**src/rtl/fpu_pkg.sv**
```systemverilog
// Shared definitions for the FP result writeback path: alu_op codes,
// writeback entry layout and the op classification helpers.
package fpu_pkg;

    // alu_op codes driven by the FP result mux
    localparam logic [4:0] OP_ADD  = 5'b00001;
    localparam logic [4:0] OP_SUB  = 5'b00010;
    localparam logic [4:0] OP_MUL  = 5'b00011;
    localparam logic [4:0] OP_DIV  = 5'b00100;
    localparam logic [4:0] OP_SQRT = 5'b00101;
    localparam logic [4:0] OP_MIN  = 5'b00110;
    localparam logic [4:0] OP_MAX  = 5'b00111;
    localparam logic [4:0] OP_LT   = 5'b01000;
    localparam logic [4:0] OP_EQ   = 5'b01001;
    localparam logic [4:0] OP_LE   = 5'b01010;
    localparam logic [4:0] OP_CONV = 5'b01110;

    // One queued writeback: result word, destination index, target file
    typedef struct packed {
        logic [31:0] data;
        logic [4:0]  rd;
        logic        is_int;
    } wb_entry_t;

    // Codes the result mux can legitimately produce
    function automatic logic is_legal_op(input logic [4:0] op);
        return ((op >= OP_ADD) && (op <= OP_LE)) || (op == OP_CONV);
    endfunction

    // Comparisons always write the integer file; a conversion does so
    // only when the upstream flags it as float-to-int.
    function automatic logic is_int_dest(input logic [4:0] op, input logic conv_to_int);
        return (op == OP_LT) || (op == OP_EQ) || (op == OP_LE) ||
               ((op == OP_CONV) && conv_to_int);
    endfunction

endpackage

```
**src/rtl/fpu_wb_fifo.sv**
```systemverilog
// Synchronous FIFO of writeback entries. Exposes occupancy and the
// destination fields of every slot so the owner can build hazard bitmaps.
module fpu_wb_fifo
    import fpu_pkg::*;
#(
    parameter int DEPTH = 4,
    parameter int AW    = 2
) (
    input  logic                  clk,
    input  logic                  rst,
    input  logic                  push,
    input  wb_entry_t             wr_entry,
    input  logic                  pop,
    output wb_entry_t             head,
    output logic [AW:0]           count,
    output logic                  full,
    output logic                  empty,
    output logic [DEPTH-1:0]      occ_valid,
    output logic [DEPTH-1:0][4:0] slot_rd,
    output logic [DEPTH-1:0]      slot_is_int
);

    logic [AW-1:0]          rd_ptr_q, rd_ptr_d;
    logic [AW-1:0]          wr_ptr_q, wr_ptr_d;
    logic [AW:0]            count_q,  count_d;
    wb_entry_t [DEPTH-1:0]  mem_q,    mem_d;
    logic                   do_push, do_pop;
    logic [AW-1:0]          offset;

    assign full    = (count_q == (AW+1)'(DEPTH));
    assign empty   = (count_q == '0);
    assign do_push = push && !full;
    assign do_pop  = pop && !empty;
    assign count   = count_q;

    // Next-state for pointers, count and storage
    always_comb begin
        // NOTE: every always_comb target gets a default first so no path leaves it unassigned (no latch).
        rd_ptr_d = rd_ptr_q;
        wr_ptr_d = wr_ptr_q;
        count_d  = count_q;
        mem_d    = mem_q;
        if (do_push) begin
            mem_d[wr_ptr_q] = wr_entry;
            wr_ptr_d        = wr_ptr_q + 1'b1;   // wraps modulo DEPTH (power of two)
        end
        if (do_pop) begin
            rd_ptr_d = rd_ptr_q + 1'b1;
        end
        case ({do_push, do_pop})
            2'b10:   count_d = count_q + 1'b1;
            2'b01:   count_d = count_q - 1'b1;
            default: count_d = count_q;          // idle, or push+pop together
        endcase
    end

    // Head presentation (zero when empty) and per-slot occupancy
    always_comb begin
        head        = empty ? '0 : mem_q[rd_ptr_q];
        offset      = '0;
        occ_valid   = '0;
        slot_rd     = '0;
        slot_is_int = '0;
        for (int i = 0; i < DEPTH; i++) begin
            // A slot is live when its distance from the head is below count
            offset         = AW'(i) - rd_ptr_q;
            occ_valid[i]   = ({1'b0, offset} < count_q);
            slot_rd[i]     = mem_q[i].rd;
            slot_is_int[i] = mem_q[i].is_int;
        end
    end

    // Control state register with synchronous reset
    always_ff @(posedge clk) begin
        if (rst) begin
            rd_ptr_q <= '0;
            wr_ptr_q <= '0;
            count_q  <= '0;
        end else begin
            // NOTE: sequential state uses non-blocking assignment so all flops update from pre-edge values.
            rd_ptr_q <= rd_ptr_d;
            wr_ptr_q <= wr_ptr_d;
            count_q  <= count_d;
        end
    end

    // Entry storage
    always_ff @(posedge clk) begin
        // NOTE: storage is deliberately not reset; liveness is tracked by count/pointers, so stale words are never observed.
        mem_q <= mem_d;
    end

endmodule

```
**src/rtl/fpu_result_wb_queue.sv**
```systemverilog
// Writeback queue behind the FP result mux: classifies each result as an
// FP- or integer-register write, buffers it, and presents it to the
// register-file write port with pending-destination bitmaps for issue.
module fpu_result_wb_queue
    import fpu_pkg::*;
#(
    parameter int DEPTH = 4,
    parameter int AW    = 2
) (
    input  logic        clk,
    input  logic        rst,
    input  logic        in_valid,
    output logic        in_ready,
    input  logic [31:0] float_out,
    input  logic [4:0]  alu_op,
    input  logic [4:0]  in_rd,
    input  logic        conv_to_int,
    output logic        out_valid,
    input  logic        out_ready,
    output logic [31:0] out_data,
    output logic [4:0]  out_rd,
    output logic        out_is_int,
    output logic        illegal_op,
    output logic [31:0] pending_fp,
    output logic [31:0] pending_int
);

    logic                  accept, op_legal, op_int, push, pop;
    logic                  illegal_q, illegal_d;
    wb_entry_t             wr_entry, head;
    logic [AW:0]           fifo_count;
    logic                  fifo_full, fifo_empty;
    logic [DEPTH-1:0]      occ_valid;
    logic [DEPTH-1:0][4:0] slot_rd;
    logic [DEPTH-1:0]      slot_is_int;

    assign in_ready   = (fifo_count != (AW+1)'(DEPTH));
    assign out_valid  = !fifo_empty;
    assign pop        = out_valid && out_ready;
    assign out_data   = head.data;
    assign out_rd     = head.rd;
    assign out_is_int = head.is_int;
    assign illegal_op = illegal_q;

    // Classify the incoming result and decide whether it enters the queue
    always_comb begin
        accept   = in_valid && in_ready;
        op_legal = is_legal_op(alu_op);
        op_int   = is_int_dest(alu_op, conv_to_int);
        // Illegal ops and integer writes to x0 are consumed without enqueue
        push      = accept && op_legal && !(op_int && (in_rd == 5'd0)) && !fifo_full;
        illegal_d = accept && !op_legal;
        wr_entry.data   = float_out;
        wr_entry.rd     = in_rd;
        wr_entry.is_int = op_int;
    end

    // Pending-destination bitmaps: OR of every live entry's destination
    always_comb begin
        pending_fp  = '0;
        pending_int = '0;
        for (int i = 0; i < DEPTH; i++) begin
            if (occ_valid[i]) begin
                if (slot_is_int[i]) pending_int[slot_rd[i]] = 1'b1;
                else                pending_fp[slot_rd[i]]  = 1'b1;
            end
        end
    end

    // Registered illegal-op pulse, one cycle after the offending accept
    always_ff @(posedge clk) begin
        if (rst) illegal_q <= 1'b0;
        else     illegal_q <= illegal_d;
    end

    fpu_wb_fifo #(
        .DEPTH (DEPTH),
        .AW    (AW)
    ) u_fifo (
        .clk         (clk),
        .rst         (rst),
        .push        (push),
        .wr_entry    (wr_entry),
        .pop         (pop),
        .head        (head),
        .count       (fifo_count),
        .full        (fifo_full),
        .empty       (fifo_empty),
        .occ_valid   (occ_valid),
        .slot_rd     (slot_rd),
        .slot_is_int (slot_is_int)
    );

endmodule

```
**config.mk**
```make
export PLATFORM = sky130hd
export DESIGN_NAME = fpu_result_wb_queue
export DESIGN_NICKNAME = d
export VERILOG_FILES = /design/src/rtl/fpu_pkg.sv /design/src/rtl/fpu_wb_fifo.sv /design/src/rtl/fpu_result_wb_queue.sv
export SDC_FILE = /design/constraint.sdc
export NUM_CORES = 1
export LEC_CHECK = 0
export BUFFER_PORTS_ARGS = -buffer_cell sky130_fd_sc_hd__buf_4
export CAP_MARGIN = 20
export CORE_ASPECT_RATIO = 1.25
export CORE_MARGIN = 2
export CORE_UTILIZATION = 40
export DETAILED_ROUTE_END_ITERATION = 10
export GPL_TIMING_DRIVEN = 0
export MAX_ROUTING_LAYER = met4
export PLACE_DENSITY_LB_ADDON = 0.3
export SLEW_MARGIN = 20
export SYNTH_ARGS = -nofsm -noshare
export SYNTH_HDL_FRONTEND = slang
export SYNTH_SLANG_ARGS = --single-unit
```
**constraint.sdc**
```tcl
create_clock -name clk -period 3.5 [get_ports clk]
set_input_delay 0.7 -clock clk [delete_from_list [all_inputs] [get_ports clk]]
set_output_delay 0.7 -clock clk [all_outputs]
set_load 0.01 [all_outputs]
```
; ---- Word level (Yosys, flattened, before mapping)
; Index checks and enable logic that the tools add are counted.
[classes]
n_eq_ne = 8
n_addsub = 8
reduce_logical = 27
n_bitwise = 6
n_mux = 31
n_lt_le_gt_ge = 17
[op_table]
columns = operator, count
row1 = 2-to-1 mux 32 bit, 16
row2 = bitwise OR 32 bit, 6
row3 = bitwise mux 152 bit, 1
row4 = 2-to-1 mux 38 bit, 3
row5 = binary-select mux 38 bit (select 2 bit), 1
row6 = demux 38 bit (select 2 bit), 1
row7 = greater-or-equal comparator 5 x 1 -> 1 bit (second input constant), 5
row8 = less-than comparator 5 x 6 -> 1 bit (second input constant), 4
row9 = demux 1 bit (select 5 bit), 4
row10 = equality test 5 x 4 -> 1 bit (second input constant), 4
row11 = logical AND 1 bit, 16
row12 = less-than comparator 2 x 3 -> 1 bit, 4
row13 = less-than comparator 2 x 3 -> 1 bit (second input constant), 2
row14 = case mux 3 bit (2 select lines), 1
row15 = <= comparator 5 x 4 -> 1 bit (second input constant), 1
row16 = logical NOT 5 bit, 1
row17 = adder 2 x 1 -> 2 bit (second input constant), 2
row18 = logical NOT 1 bit, 4
row19 = logical OR 1 bit, 4
row20 = 2-to-1 mux 1 bit, 4
row21 = subtractor 1 x 2 -> 2 bit (first input constant), 2
row22 = subtractor 2 bit (first input constant), 2
row23 = adder 3 x 1 -> 3 bit (second input constant), 1
row24 = equality test 3 bit (second input constant), 1
row25 = 7 further kinds, 7
[word_totals]
input_bits = 47
output_inout_bits = 105
word_cells = 113
register_bits = 160

; ---- Depth between registers and ports, before layout
[depth]
depth_word = 15
mapped_depth = 10
mapped_depth_nobuf = 10

; ---- By module
; From an unflattened synthesis, not the netlist that was laid out.
[hier_totals]
cells_unflattened = 625
area_unflattened_um2 = 8670.8
[by_module_without_submodules]
columns = mod, seq_area_each_um2, area_each_um2, cells_per_inst, instances
row1 = fpu_wb_fifo, 4704.5, 6508.7, 335, 1
row2 = fpu_result_wb_queue, 20.0, 2162.1, 290, 1

; ---- Worst setup path before layout
; Ideal clock, no wire load.
[synth_path]
path_kind = register to output
from = reg u_fifo.rd_ptr_q[1]
to = out pending_int[0]
path_buffers = 2
t_required_ns = 2.800
path_stages_with_launch = 10
setup_slack_ns = 0.409
arrival_time_ns = 2.391
path_cell_list = dfxtp_1 buf_2 buf_2 xnor2_1 inv_1 ha_1 a21oi_4 o2111ai_1 o22ai_1 a221o_1
[synth_between]
elab_chain_len = 12
elab_cells_between_ends = 18
classes_between = 4 x add/sub / 4 x order compare / 7 x mux / 3 x bitwise
[synth_lines]
columns = element, line_no
row1 = "start, declared", fpu_wb_fifo.sv:23  ; logic [AW-1:0] rd_ptr_q, rd_ptr_d;
row2 = "start signal, assigned", fpu_wb_fifo.sv:81  ; rd_ptr_q <= rd_ptr_d;
row3 = subtractor 1 x 2 -> 2 bit, fpu_wb_fifo.sv:66  ; offset = AW'(i) - rd_ptr_q;
row4 = less-than comparator 2 x 3 -> 1 bit, fpu_wb_fifo.sv:67  ; occ_valid[i] = ({1'b0, offset} < count_q);
row5 = 2-to-1 mux 32 bit, fpu_result_wb_queue.sv:63  ; if (occ_valid[i]) begin
row6 = bitwise OR 32 bit (no source line), n/a
row7 = 2-to-1 mux 32 bit, fpu_result_wb_queue.sv:64  ; if (slot_is_int[i]) pending_int[slot_rd[i]] = 1'b1;
row8 = 2-to-1 mux 32 bit, fpu_result_wb_queue.sv:63
row9 = bitwise OR 32 bit (no source line), n/a
row10 = 2-to-1 mux 32 bit, fpu_result_wb_queue.sv:64
row11 = 2-to-1 mux 32 bit, fpu_result_wb_queue.sv:63
row12 = bitwise OR 32 bit (no source line), n/a
row13 = 2-to-1 mux 32 bit, fpu_result_wb_queue.sv:64
row14 = 2-to-1 mux 32 bit *, fpu_result_wb_queue.sv:63
row15 = "end, declared", fpu_result_wb_queue.sv:25  ; output logic [31:0] pending_int
; Every way passes the cells marked *; elsewhere a longest branch is shown, timed or not.

; ---- Final worst setup path
[layout_path]
from = reg u_fifo.rd_ptr_q[0]
to = out pending_int[4]
; Same word-level chain as after synthesis.

==> metrics <==
critical path class=flip-flop to primary output; DRC=0; Placed Area=9970 um^2; Worst Hold Class=input pin to flip-flop; Psw=1.93 mW; die width=134 um; post-synthesis mux area share=0.103; highest achievable clock rate=291 MHz; largest family of logic cells by synthesized area=compound AO/OA/AOI/OAI gates; largest net degree at the start of global routing=27; CTS root buf=clkbuf_16; Slew @ Worst Pin=1.04 ns; first drt pass iteration count=5; count of cell types in the netlist=60; Final Hold Viols=0; CTS tree=yes; FP Rows=59; Seq pwr share=0.354; CP endpoint kind=primary output; max cap viols=0; Req. time, crit path=2.80 ns; clock share of power=0.284; Lkg Pwr=3.84 nW; CP cell instances=buf_4 > buf_12 > xnor2_4 > inv_2 > ha_4 > a21oi_4 > o2111ai_2 > o22ai_1 > a221o_1 > buf_4; Antenna Nets Post-Route=0; vias in the first global route=6394; Util after Layout=0.534; Synth Area in Simple Gates=0.126; Sw Ratio=0.311; Syn Area/Cell=13.6 um^2; hold_buf cts=0; Fill cells=1726; Area Growth Syn to Fin=31.5%; #FFs+latches synth=160; final period utilization=0.982; WL/cell=22.4 um; Syn Inst Count=619; grt ovf=0; CP max FO=10; Core Region=20700 um^2; first-pass GRT wire length=37200 um; Ports=152; Die ar.=22200 um^2; ys flop type=edfxtp_1; startpoint types=flip-flop; Int Pwr=4.27 mW; Total GRT Usage=0.225; commonest non-fill, non-tap cell in the layout=buf_4; slowest stage delay, CP=0.44 ns; die height=166 um; CTS max path bufs=2; Adder-Cell Fraction of Synth Area=0.0158; Synth warnings=0; Synth async-reset ratio=0; clk sinks=160; share of post-route cells with drive strength above 1=0.386; initial drt markers=578; Clk pin slew, worst setup/hold paths=0.06 ns; critical path arrival=2.74 ns; design area=11100 um^2; Slew Viols, Final=0; Initial Util=0.406; Final HPWL DP=17700 um; syn_nets=676; most frequent cells in the layout=buf_4, edfxtp_1, and2_1; nets@finish=863; CTS buffer count=17; placer congestion estimate=0.986; Antenna diodes=0; Buffers on Ports=150; Worst VDD drop=0.000465 V; H-tree levels=4; final-report setup violation count=0; relative slew slack=0.304; total number of vias=6444; Post-Syn Area=8420 um^2; PD cells=560 nW/um^2; CP max-delay cell=o2111ai_2; RSZ-0062 raised after global routing=yes; cell mode on critical path=buf_4; combinational share of power=0.361; status=finished, final reports clean; Final Critical Period=3.44 ns; Post-Synth XOR/XNOR Area=0.00624; number of synthesized flops with an enable pin=152; initial antenna violation count=0; detailed-route vias per instance=5.90; register area share after synthesis=0.561; final wirelength=24400 um; Layout Skew=0.0105 ns; Worst-Skew Late Latency=0.41 ns; Compound-Gate Fraction of Synth Area=0.154
cell families (layout without fill, tap and decap cells):
| family | count (synthesis) | after routing |
|---|---|---|
| AO/OA/AOI/OAI | 155 | 155 |
| XOR/XNOR | 6 | 6 |
| adder cells (fa/ha/maj) | 10 | 10 |
| buffers and inverters | 72 | 271 |
| flip-flops | 160 | 160 |
| multiplexers | 39 | 39 |
| AND/OR/NAND/NOR | 177 | 177 |
worst max-delay path, delay by kind of cell (launching register included):
family                     cells  cell delay [ns]
adders and majority gates      1             0.28
DFF                            1             0.29
xor gates and xnor gates       1             0.18
AOI/OAI and AO/OA              4             1.02
buffers and inverters          4             0.56
flip-flops by register name (all words and copies together), names as in the netlist:
| name | cells |
|---|---|
| illegal_op | 1 |
| u_fifo.count | 3 |
| u_fifo.rd_ptr_q | 2 |
| u_fifo.wr_ptr_q | 2 |
| u_fifo.slot_is_int | 4 |
| u_fifo.slot_rd | 20 |
| u_fifo.mem_q | 128 |
final timing paths:
| kind | from | endpoint | slack, ns | cells after the start |
|---|---|---|---|---|
| hold reg to reg | u_fifo.count[1]$_SDFFE_PP0P_ | u_fifo.count[1]$_SDFFE_PP0P_ | 0.54 | 2 |
| hold / removal | float_out[12] | u_fifo.mem_q[132]$_DFFE_PP_ | 0.48 | 1 |
| setup / recovery | u_fifo.rd_ptr_q[0]$_SDFFE_PP0P_ | pending_int[4] | 0.06 | 10 |
| setup reg to reg | u_fifo.count[0]$_SDFFE_PP0P_ | u_fifo.count[2]$_SDFFE_PP0P_ | 0.98 | 10 |
routing by layer:
metal	wire length, um	vias to the layer above	global-route usage	part of all wire
met5	0	-	-	0
met4	871	0	0.0944	0.036
met3	2080	68	0.0549	0.085
met2	12300	366	0.373	0.50
met1	9150	3097	0.261	0.37
li1	-	2913	-	-
stage by stage:
stage | setup TNS, ns | total power, mW | hold slack, ns | setup slack [ns] | std cells
final | 0 | 6.20 | 0.481 | 0.0619 | 1092
after global routing | -0.00157 | 6.48 | 0.462 | -0.00157 | 1092
after CTS | 0 | 6.16 | 0.461 | 0.00587 | 1088
after detailed placement | -19.35 | 4.17 | 0.521 | -0.467 | 1047
after global placement | -39.74 | 4.15 | 0.510 | -0.461 | 1043
after floorplan | 0 | 3.39 | 0.489 | 0.409 | 619
final cells by class:
cell class                      instances  area [um^2]  share of cell area
Buffer                                 47          230              0.0208
Clock buffer                           19          433              0.0391
Clock inverter                         12          133              0.0120
Inverter                               21         78.8             0.00712
Multi-Input combinational cell        387         3730               0.337
Sequential cell                       160         4730               0.427
Tap cell                              274          343              0.0310
Timing Repair Buffer                  172         1400               0.126
Yosys cell counts (all sizes together) (2+ instances only):
master,n,area [um^2]
nor3,12,85.1
a22oi,16,120
clkbuf,25,93.8
a21oi,5,47.5
nand3b,7,52.6
nor3b,9,77.6
inv,21,78.8
edfxtp,152,4560
mux4,38,856
o21bai,2,15.0
o221ai,24,210
or3,8,50.1
or3b,4,35.0
xnor2,4,35.0
buf,26,118
and2,49,307
dfxtp,8,160
nor2,31,116
and3b,4,35.0
a221o,38,380
nand2b,6,45.0
or4,2,15.0
a32oi,6,52.6
o21ba,2,20.0
a2bb2oi,2,17.5
ha,9,113
and3,6,37.5
nand2,24,90.1
xor2,2,17.5
o21ai,4,23.8
o2111ai,6,58.8
o32ai,2,17.5
nand3,6,30.0
o211ai,5,42.5
o22ai,36,225
or2,4,25.0
power groups by stage:
stage | clock [mW] | combinational (mW) | sequential, mW
6_report | 1.76 | 2.24 | 2.20
5_1_grt | 1.88 | 2.41 | 2.20
4_1_cts | 1.80 | 2.16 | 2.19
3_5_place_dp | 0 | 1.94 | 2.23
3_3_place_gp | 0 | 1.92 | 2.24
2_1_floorplan | 0 | 1.16 | 2.23
timing repair:
item / CTS / global route
gates resized for setup: 55 / 16
pin swaps: 12 / 7
setup buffers: 13 / 5
endpoints found under the setup margin: 64 / 58
(Power assumes the default switching activity.)
